<file path="config.mk">
export PLATFORM = sky130hd
export DESIGN_NAME = alu_pipe
export DESIGN_NICKNAME = d
export VERILOG_FILES = /design/src/rtl/alu_pipe.sv
export SDC_FILE = /design/constraint.sdc
export NUM_CORES = 1
export LEC_CHECK = 0
export ABC_AREA = 0
export BUFFER_PORTS_ARGS = -buffer_cell sky130_fd_sc_hd__buf_2
export CORE_ASPECT_RATIO = 1.75
export CORE_UTILIZATION = 47
export CTS_BUF_LIST = sky130_fd_sc_hd__clkbuf_4 sky130_fd_sc_hd__clkbuf_8
export CTS_CLUSTER_DIAMETER = 60
export DETAILED_ROUTE_END_ITERATION = 6
export PLACE_DENSITY = 0.76
export SLEW_MARGIN = 30
export SYNTH_ARGS = -nofsm -noshare
export SYNTH_HDL_FRONTEND = slang
export SYNTH_SLANG_ARGS = --single-unit
</file>
<file path="constraint.sdc">
create_clock -name clk_in -period 2.2 [get_ports clk_in]
set_input_delay 0.66 -clock clk_in [delete_from_list [all_inputs] [get_ports clk_in]]
set_output_delay 0.66 -clock clk_in [all_outputs]
set_load 0.01 [all_outputs]
</file>
<file path="src/rtl/alu_pipe.sv">
`default_nettype none
// ============================================================================
// Module   : alu_pipe
// Purpose  : Pipelined integer ALU with a valid/ready request side and a
//            valid/ready result side. Single-cycle ops return their result one
//            cycle after acceptance. An optional iterative shift-add
//            multiplier (MUL / MULHU) is built only when the macro
//            ALU_PIPE_MUL_EN is defined. Without it, uops 0101/0110 return 0
//            in one cycle and busy_out is tied low.
// Revision : 1.0  initial release
// ----------------------------------------------------------------------------
// Parameter : DATA_WIDTH  operand/result width (power of two, >= 8)
// Ports     : clk_in      clock, rising edge
//             rst_n_in    asynchronous active-low reset
//             valid_in    request valid        ready_out  request accepted
//             a_data_in   operand A            b_data_in  operand B / imm
//             uop_in      micro-opcode
//             valid_out   result valid         ready_in   result consumed
//             result_out  registered result    busy_out   multiply running
// ============================================================================
module alu_pipe #(
    parameter int DATA_WIDTH = 32
) (
    input  logic                  clk_in,
    input  logic                  rst_n_in,
    input  logic                  valid_in,
    output logic                  ready_out,
    input  logic [DATA_WIDTH-1:0] a_data_in,
    input  logic [DATA_WIDTH-1:0] b_data_in,
    input  logic [3:0]            uop_in,
    output logic                  valid_out,
    input  logic                  ready_in,
    output logic [DATA_WIDTH-1:0] result_out,
    output logic                  busy_out
);

    localparam int SHW = $clog2(DATA_WIDTH);

    typedef enum logic [1:0] {
        ST_IDLE = 2'd0,
        ST_MUL  = 2'd1,
        ST_HOLD = 2'd2
    } state_t;

    state_t                  state_q, state_d;
    logic                    valid_q, valid_d;
    logic [DATA_WIDTH-1:0]   result_q, result_d;

    logic                    accept;
    logic                    consume;
    logic                    is_mul;
    logic                    mul_done;
    logic [DATA_WIDTH-1:0]   mul_res;
    logic [DATA_WIDTH-1:0]   alu_res;
    logic [SHW-1:0]          shamt;

    assign ready_out  = (state_q == ST_IDLE) || ((state_q == ST_HOLD) && ready_in);
    assign accept     = valid_in && ready_out;
    assign consume    = valid_q && ready_in;
    assign valid_out  = valid_q;
    assign result_out = result_q;

    // Single-cycle datapath, evaluated on the live inputs so the result is
    // captured on the accepting edge.
    always_comb begin
        shamt   = b_data_in[SHW-1:0];
        alu_res = '0;
        case (uop_in)
            4'b0000: alu_res = a_data_in + b_data_in;
            4'b0001: alu_res = a_data_in - b_data_in;
            4'b0010: alu_res = a_data_in | b_data_in;
            4'b0011: alu_res = a_data_in & b_data_in;
            4'b0100: alu_res = a_data_in ^ b_data_in;
            4'b1000: alu_res = a_data_in;
            4'b1001: alu_res = b_data_in;
            4'b1010: alu_res = {{(DATA_WIDTH-1){1'b0}}, ($signed(a_data_in) < $signed(b_data_in))};
            4'b1011: alu_res = {{(DATA_WIDTH-1){1'b0}}, (a_data_in < b_data_in)};
            4'b1101: alu_res = $unsigned($signed(a_data_in) >>> shamt);
            4'b1110: alu_res = a_data_in >> shamt;
            4'b1111: alu_res = a_data_in << shamt;
            default: alu_res = '0;  // 0101/0110 without multiplier, 0111, 1100
        endcase
    end

`ifdef ALU_PIPE_MUL_EN
    // Shift-add multiplier: {hi,lo} starts as {0,B}; each cycle adds A into hi
    // when lo[0] is set, then shifts the (W+1)-bit sum and lo right by one.
    // After DATA_WIDTH iterations {hi,lo} holds the full 2W-bit product.
    localparam logic [SHW-1:0] CNT_LAST = SHW'(DATA_WIDTH - 1);

    logic [DATA_WIDTH-1:0] mcand_q, mcand_d;
    logic [DATA_WIDTH-1:0] hi_q, hi_d;
    logic [DATA_WIDTH-1:0] lo_q, lo_d;
    logic [SHW-1:0]        cnt_q, cnt_d;
    logic                  sel_hi_q, sel_hi_d;
    logic                  busy_q, busy_d;
    logic [DATA_WIDTH:0]   mul_sum;

    assign is_mul   = (uop_in == 4'b0101) || (uop_in == 4'b0110);
    assign mul_done = (state_q == ST_MUL) && (cnt_q == CNT_LAST);
    assign busy_out = busy_q;

    always_comb begin
        mul_sum  = {1'b0, hi_q} + (lo_q[0] ? {1'b0, mcand_q} : {(DATA_WIDTH+1){1'b0}});
        mul_res  = sel_hi_q ? mul_sum[DATA_WIDTH:1] : {mul_sum[0], lo_q[DATA_WIDTH-1:1]};
        mcand_d  = mcand_q;
        hi_d     = hi_q;
        lo_d     = lo_q;
        cnt_d    = cnt_q;
        sel_hi_d = sel_hi_q;
        if (state_q == ST_MUL) begin
            hi_d  = mul_sum[DATA_WIDTH:1];
            lo_d  = {mul_sum[0], lo_q[DATA_WIDTH-1:1]};
            cnt_d = cnt_q + 1'b1;
        end else if (accept && is_mul) begin
            mcand_d  = a_data_in;
            hi_d     = '0;
            lo_d     = b_data_in;
            cnt_d    = '0;
            sel_hi_d = uop_in[1];  // 0110 selects the high half
        end
        busy_d = (state_d == ST_MUL);
    end

    always_ff @(posedge clk_in or negedge rst_n_in) begin
        if (!rst_n_in) begin
            mcand_q  <= '0;
            hi_q     <= '0;
            lo_q     <= '0;
            cnt_q    <= '0;
            sel_hi_q <= 1'b0;
            busy_q   <= 1'b0;
        end else begin
            mcand_q  <= mcand_d;
            hi_q     <= hi_d;
            lo_q     <= lo_d;
            cnt_q    <= cnt_d;
            sel_hi_q <= sel_hi_d;
            busy_q   <= busy_d;
        end
    end
`else
    assign is_mul   = 1'b0;
    assign mul_done = 1'b0;
    assign mul_res  = '0;
    assign busy_out = 1'b0;
`endif

    // Control: the last multiply iteration writes the result directly, so
    // valid_out rises on the edge that completes the final iteration.
    always_comb begin
        state_d  = state_q;
        valid_d  = valid_q;
        result_d = result_q;
        if (state_q == ST_MUL) begin
            if (mul_done) begin
                state_d  = ST_HOLD;
                valid_d  = 1'b1;
                result_d = mul_res;
            end
        end else if (accept) begin
            if (is_mul) begin
                state_d = ST_MUL;
                valid_d = 1'b0;
            end else begin
                state_d  = ST_HOLD;
                valid_d  = 1'b1;
                result_d = alu_res;
            end
        end else if (consume) begin
            state_d = ST_IDLE;
            valid_d = 1'b0;
        end
    end

    always_ff @(posedge clk_in or negedge rst_n_in) begin
        if (!rst_n_in) begin
            state_q  <= ST_IDLE;
            valid_q  <= 1'b0;
            result_q <= '0;
        end else begin
            state_q  <= state_d;
            valid_q  <= valid_d;
            result_q <= result_d;
        end
    end

endmodule
`default_nettype wire

</file>
==> results.cfg, run 1 <==
[status]
run_status = aborted with a tool error
toolErrorMsg = [ERROR GRT-0232] Routing congestion too high. Check the congestion heatmap in the GUI.
failed_stage = global routing

[yosys]
syn-num-nets = 1677
postSynthRegisterBits = 33
ys_seq_area_frac = 0.08093
post-synth-top-area-fraction = 0.1226
synth.distinct_cells = 90
synth.most_common_cell = a21oi_1
number_of_enable_type_register_cells_in_the_synthesized_netlist = 0
syn-mean-instance-area_um2 = 6.789
syn_inst = 1503
dominantRegCellSynth = dfrtp_1
synth_area_leaders = ha_1, dfrtp_1, a21oi_1
synthArstFlopShare = 1.000
synth-warning-count = 0
synth_area_um2 = 10200
synth_top_cell_by_area = ha_1
yosys-top-cells-count = a21oi_1, nor2_1, nand2_1

[clocking]
root_buffer = clkbuf_8
htreeDepth = 2
cts.sink_count = 33
tritoncts.num_buffers = 5
cts_hold_buf = 0
cts_max_path_buffers = 2

[global_routing]
grt_start_max_net_pins = 61
grt_remaining_overflow = 43
grt_util_all_layers = 0.6313

[sta]
repair-timing-grt-worst-ep = result_out[31]$_DFFE_PN0P_/D
worst_path_end_type = register input

[placement]
io_buf_count = 105
globalplace.congestion = 1.095
detailedPlacementHpwl_um = 45240
placed_cells = 2337

[floorplanning]
initial_utilization = 0.4766
floorplan.die.height_um = 196.9
die_x_um = 113.4
ioPinCount = 107
rows = 71
## layer usage
layer | overflow | global-route usage
met5 | 0 | 0.06897
met1 | 0 | 0.6410
met4 | 28 | 0.6633
met3 | 0 | 0.3278
met2 | 15 | 0.8846
## kinds of logic after synthesis
| logic type | synth area share |
|---|---|
| multiplexers | 0.1188 |
| AND/OR/NAND/NOR | 0.2050 |
| adder cells (fa/ha/maj) | 0.1265 |
| AO/OA/AOI/OAI | 0.3769 |
| other | 0.0003675 |
| flip-flops | 0.08093 |
| buffers and inverters | 0.08277 |
| XOR/XNOR | 0.008584 |
## stage by stage
stage	setup WS (ns)	setup TNS (ns)	cell area (um^2)
floorplan	-0.8687	-19.53	10700
global placement	-1.269	-33.19	15250
detailed placement	-1.273	-34.21	15250
CTS	-0.6830	-15.87	17230
## what timing repair did
item	in CTS
buffers inserted	58
setup endpoints to repair	32
cloned	4
resized for setup	349
pin swaps	142
==> inputs of run 2 (changes only) <==
==> config.mk (replaced) <==
export PLATFORM = sky130hd
export DESIGN_NAME = alu_pipe
export DESIGN_NICKNAME = d
export VERILOG_FILES = /design/src/rtl/alu_pipe.sv
export SDC_FILE = /design/constraint.sdc
export NUM_CORES = 1
export LEC_CHECK = 0
export ABC_AREA = 0
export BUFFER_PORTS_ARGS = -buffer_cell sky130_fd_sc_hd__buf_2
export CORE_UTILIZATION = 32
export DETAILED_ROUTE_END_ITERATION = 6
export PLACE_DENSITY_LB_ADDON = 0.15
export SLEW_MARGIN = 30
export SYNTH_ARGS = -nofsm -noshare
export SYNTH_HDL_FRONTEND = slang
export SYNTH_SLANG_ARGS = --single-unit
==> run 2 against run 1 <==
  * The flow now finishes, with violations (negative setup slack)
  * Synthesized cell count stayed put
  * Synthesized area stayed put
==> results.cfg, run 2 <==
[sta]
post-route-min-period_ns = 2.979
report.final.setup_viol = 32
finalMaxSlewViolations = 0
tns_ns = -18.33
timing.clock.skew_ns = 0.01497
worst_tran_pin_value_ns = 0.7560
final_min_period_over_clock_period = 1.354
fin_worst_hold_slack_ns = 0.3035
final_setup_margin_ns = -0.7786
setup_repair_after_global_routing_missed_its_margin = true
max_freq_mhz = 335.7
final-hold-violation-count = 0
max-slew-margin-rel = 0.4960

[floorplanning]
floorplan.die_area_um2 = 32600
ioPinCount = 107
floorplan.core_area_um2 = 31470
initial_utilization = 0.3242
rows = 65
die_x_um = 180.6
floorplan.die.height_um = 180.6

[routing]
via_per_inst = 5.962
postRouteAntennaNets = 0
drtPass1Iterations = 6
detail_route.drc_violations = 0
detailroute.via_count = 14917
postRouteWirelength_um = 59460
drt_iter0_markers = 1440
wire_per_inst_um = 23.76

[yosys]
synth.most_common_cell = a21oi_1
number_of_enable_type_register_cells_in_the_synthesized_netlist = 0
dominantRegCellSynth = dfrtp_1
synth_top_cell_by_area = ha_1
syn_inst = 1503
postSynthRegisterBits = 33
synth_area_leaders = ha_1, dfrtp_1, a21oi_1
synth-warning-count = 0
post-synth-top-area-fraction = 0.1226
ys_seq_area_frac = 0.08093
synthArstFlopShare = 1.000
syn-mean-instance-area_um2 = 6.789
yosys-top-cells-count = a21oi_1, nor2_1, nand2_1
syn-num-nets = 1677
synth.distinct_cells = 90
synth_area_um2 = 10200

[placement]
io_buf_count = 105
globalplace.congestion = 1.021
detailedPlace.worstSlack_ns = -1.223
detailedPlacementHpwl_um = 46900

[worst_setup_path]
startpoint_type = input pin
critPathBufInv = 3
path_cells = buf_8 -> inv_6 -> ha_4 -> or4_4 -> or3_4 -> nor3_4 -> o21ai_4 -> a31oi_4 -> nand4_1 -> buf_4 -> a21oi_2 -> mux2i_1 -> o2bb2ai_1
crit_type = in2reg
setup.worst_path.start = b_data_in[12]
crit_arrival_ns = 3.23
ff2ff_setup_slack_ns = 0.31
critical-path-max-stage-delay_ns = 0.54
critical_path.max_fanout = 5
timing.critical_path.max_delay_family = simple AND/OR/NAND/NOR gates
critPathSlowestCell = or4_4
r2r_start = valid_out$_DFFE_PN0P_
capturing_element_type_of_the_critical_path = register
cp_data_required_time_ns = 2.45

[status]
violations = negative setup slack
run_status = finished with violations

[power]
static-leakage-power_nw = 8.115
vdd_drop_max_mv = 0.2668
pwr_density_cell_nw_per_um2 = 349.9

[clocking]
cts_max_path_buffers = 2
cts.sink_count = 33
htreeDepth = 2
root_buffer = clkbuf_16
cts_tree = built
tritoncts.num_buffers = 5
insertion_delay_ns = 0.32
clk_transition_reported_paths_ns = 0.07

[global_routing]
grt_busiest_layer = met2
grt_util_all_layers = 0.3562
grt_pass1_wl_um = 88260
grt_remaining_overflow = 0
grt.met1_usage = 0.4420
grtUsageMet2 = 0.5761
grt_start_max_net_pins = 61
gr-usage-met3 = 0.04588
vias_in_the_first_global_route = 14423
number_of_antenna_violations_at_the_first_check_in_global_routing = 0

[final_layout]
syn_to_final_growth_pct = 76.20
largest_register_ffs = 32
layout.cells.most_common = buf_4
finalNetCount = 2273
fraction_of_final_layout_cells_sized_beyond_drive_strength_1 = 0.4981
diodes = 0
final_cell_mix = buf_4, nand2_1, nor2_1, a21oi_1, o21ai_0

[job]
max_cap_violations = 0

[min_path]
hold_path_class = in2async
==> run 2: cell counts after synthesis <==
Identical to the previous run, type by type.
==> run 2: area by class of cell <==
cell class	count	area, um^2
clock buffers	7	142.6
clock inverters	1	30.03
fillers	2951	13500
inverters	92	444.2
multi-input cells	1259	10220
flip-flops and latches	33	825.8
well taps	402	503.0
repair buffers	708	5814
==> run 2: cell families after synthesis <==
logic type,Yosys count,synth area share
other cells,1,0.0003675
flops,33,0.08093
simple gates,464,0.2050
fa+ha+maj,102,0.1265
buf+inv,211,0.08277
compound gates,586,0.3769
xor+xnor,10,0.008584
mux,96,0.1188
==> run 2: routing by layer <==
layer / share of wire / up-vias
li1: - / 6812
met1: 0.40 / 7121
met2: 0.44 / 790
met3: 0.072 / 194
met4: 0.082 / 0
met5: 0 / -
==> run 2: path summary, 6_finish.rpt <==
path	depth (start not counted)	end
setup / recovery	13	result_out[29]$_DFFE_PN0P_
hold / removal	1	result_out[28]$_DFFE_PN0P_
setup reg to reg	8	result_out[17]$_DFFE_PN0P_
hold reg to reg	2	result_out[14]$_DFFE_PN0P_
max in group asynchronous	2	result_out[13]$_DFFE_PN0P_
min in group clk_in	2	result_out[14]$_DFFE_PN0P_
==> run 2: power breakdown <==
part | leakage (nW) | switching [mW] | total [mW] | internal, mW
clock | 0.0841 | 0.349 | 0.918 | 0.568
combinational | 7.60 | 2.42 | 4.60 | 2.19
sequential | 0.433 | 0.0735 | 0.769 | 0.695
total | 8.11 | 2.84 | 6.29 | 3.45
==> run 2: metrics by stage <==
step | instances | cell area, um^2 | util | power [mW]
after floorplan | 1503 | 10700 | - | 2.627
after global placement | 2442 | 15460 | 0.4912 | 4.557
after detailed placement | 2442 | 15460 | 0.4912 | 4.571
after CTS | 2482 | 17110 | 0.5437 | 5.929
after global routing | 2502 | 17980 | 0.5712 | 6.588
final | 2502 | 17980 | 0.5712 | 6.291
==> run 2: timing repair <==
item	4_1_cts	5_1_grt
pin swaps	111	91
gates cloned	3	1
setup endpoints to repair	32	32
gates resized for setup	309	152
hold buffers	0	0
setup buffers	30	26
Note: power is estimated with default switching activity, not from simulation.
==> inputs of run 3 (changes only) <==
==> constraint.sdc (replaced) <==
create_clock -name clk_in -period 3.1 [get_ports clk_in]
set_input_delay 0.93 -clock clk_in [delete_from_list [all_inputs] [get_ports clk_in]]
set_output_delay 0.93 -clock clk_in [all_outputs]
set_load 0.01 [all_outputs]
==> run 3 against run 2 <==
  * The flow still finishes with violations (negative setup slack)
  * Highest routed layer unchanged
  * Clock power is 31% lower
  * Largest cell class unchanged
  * Die area stayed put
  * Critical path type unchanged
  * Sequential share of layout area is 0.42 points higher
  * Critical path depth stayed put
  * Worst hold slack better by 0.18 ns
  * First-iteration DRC count is 1.3% lower
  * Sequential power is 30% lower
  * Via count is 4.4% lower
  * Utilization is 4.8 points lower
  * Combinational power is 35% lower
  * Global-route usage is 1.3 points lower
  * Wire length is 3.7% lower
==> results.cfg, run 3 (same netlist as run 2, synthesis figures left out) <==
[final_layout]
final_cell_mix = buf_4, nor2_1, nand2_1, a21oi_1, o21ai_0
layout.cells.most_common = buf_4
largest_register_ffs = 32
layoutNonFillerInstCount = 2425
fin_area_um2 = 16470
syn_to_final_growth_pct = 61.45
fraction_of_final_layout_cells_sized_beyond_drive_strength_1 = 0.4399
diodes = 0
finalNetCount = 2196

[clocking]
cts.sink_count = 33
cts_max_path_buffers = 2
htreeDepth = 2
insertion_delay_ns = 0.31
tritoncts.num_buffers = 5
cts_hold_buf = 0
cts_tree = built
clk_transition_reported_paths_ns = 0.06
root_buffer = clkbuf_16

[sta]
setup_repair_after_global_routing_missed_its_margin = true
timing.clock.skew_ns = 0.007049
final-hold-violation-count = 0
fin_worst_hold_slack_ns = 0.4847
report.final.setup_viol = 13
max-slew-margin-rel = 0.5326
worst_tran_pin_value_ns = 0.7012
finalMaxSlewViolations = 0
final_min_period_over_clock_period = 1.045
final_setup_margin_ns = -0.1384
post-route-min-period_ns = 3.238
max_freq_mhz = 308.8

[power]
clockPowerShare = 0.153
power_report.internal_total_mw = 2.270
pwr_density_cell_nw_per_um2 = 251.4
vdd_drop_max_mv = 0.2063
share_comb_of_total_power = 0.716
power_switching_share = 0.4521
p_sw_mw = 1.873
sequentialPowerShare = 0.131
static-leakage-power_nw = 7.520

[worst_setup_path]
crit_type = in2reg
capturing_element_type_of_the_critical_path = register
startpoint_type = input pin
ff2ff_setup_slack_ns = 0.99
crit_arrival_ns = 3.47
critical_path.max_fanout = 5
cp_data_required_time_ns = 3.33

[floorplanning]
floorplan.die_area_um2 = 32600
die_x_um = 180.6
rows = 65
floorplan.core_area_um2 = 31470
ioPinCount = 107
floorplan.die.height_um = 180.6
initial_utilization = 0.3242

[job]
max_cap_violations = 0

[routing]
postRouteWirelength_um = 57240
drtPass1Iterations = 7
wire_per_inst_um = 23.61
postRouteAntennaNets = 0
detailroute.via_count = 14258
drt_iter0_markers = 1421
via_per_inst = 5.880
detail_route.drc_violations = 0

[global_routing]
grt_pass1_wl_um = 85130
vias_in_the_first_global_route = 13723
grt_start_max_net_pins = 61
grt_remaining_overflow = 0
number_of_antenna_violations_at_the_first_check_in_global_routing = 0
grt_util_all_layers = 0.3430

[status]
run_status = finished with violations
violations = negative setup slack

[placement]
globalplace.congestion = 0.9891
dp_area_um2 = 14820
io_buf_count = 105
placed_cells = 2385
detailedPlace.worstSlack_ns = -0.8769
detailedPlacementHpwl_um = 45880

[min_path]
hold_path_class = reg2reg
run 3: area by class of cell:
type                            count  area, um^2
Clock buffer                        7       142.6
Clock inverter                      1       30.03
Fill cell                        3176       15000
Inverter                           92       432.9
Multi-Input combinational cell   1259        9649
Sequential cell                    33       825.8
Tap cell                          402       503.0
Timing Repair Buffer              631        4890
run 3: power by group through the flow:
stage / combinational (mW) / sequential [mW] / clock [mW]
2_1_floorplan: 1.27 / 0.568 / 0
3_3_place_gp: 2.57 / 0.547 / 0
3_5_place_dp: 2.58 / 0.549 / 0
4_1_cts: 2.74 / 0.541 / 0.643
5_1_grt: 3.16 / 0.549 / 0.661
6_report: 2.97 / 0.542 / 0.633
run 3: worst max-delay path: stages:
cell,delay [ns]
buf_8,0.11
inv_8,0.06
ha_4,0.20
buf_6,0.11
or4_4,0.42
or3_4,0.36
nor3_4,0.16
o21ai_4,0.11
a31oi_4,0.27
nand4_1,0.23
a21oi_2,0.19
mux2i_1,0.19
o2bb2ai_1,0.12
run 3: metrics by stage:
stage / power (mW) / TNS (ns) / utilization
3_3_place_gp: 3.114 / -15.74 / 0.4710
5_1_grt: 4.369 / -2.162 / 0.5234
6_report: 4.142 / -1.053 / 0.5234
3_5_place_dp: 3.125 / -16.42 / 0.4710
2_1_floorplan: 1.834 / -2.391 / -
4_1_cts: 3.926 / -0.5045 / 0.4991
run 3: worst paths after layout:
kind                                             from                    endpoint  cells past startpoint
hold / removal             result_out[14]$_DFFE_PN0P_  result_out[14]$_DFFE_PN0P_                      2
hold reg to reg            result_out[14]$_DFFE_PN0P_  result_out[14]$_DFFE_PN0P_                      2
max in group asynchronous                    rst_n_in   result_out[9]$_DFFE_PN0P_                      1
min in group asynchronous                    rst_n_in  result_out[29]$_DFFE_PN0P_                      1
setup / recovery                        a_data_in[14]  result_out[29]$_DFFE_PN0P_                     13
setup reg to reg                valid_out$_DFFE_PN0P_  result_out[19]$_DFFE_PN0P_                      7
run 3: per-layer routing:
metal	track usage	up-vias	wire length (um)
li1	-	6654	-
met3	0.04082	143	3729
met2	0.5606	667	26020
met5	0	-	0
met4	0.2031	0	3665
met1	0.4337	6794	23830
run 3: timing repair:
item	CTS	global route
resized for setup	162	168
pin swaps	45	63
endpoints found under the setup margin	31	32
buffers inserted	16	20
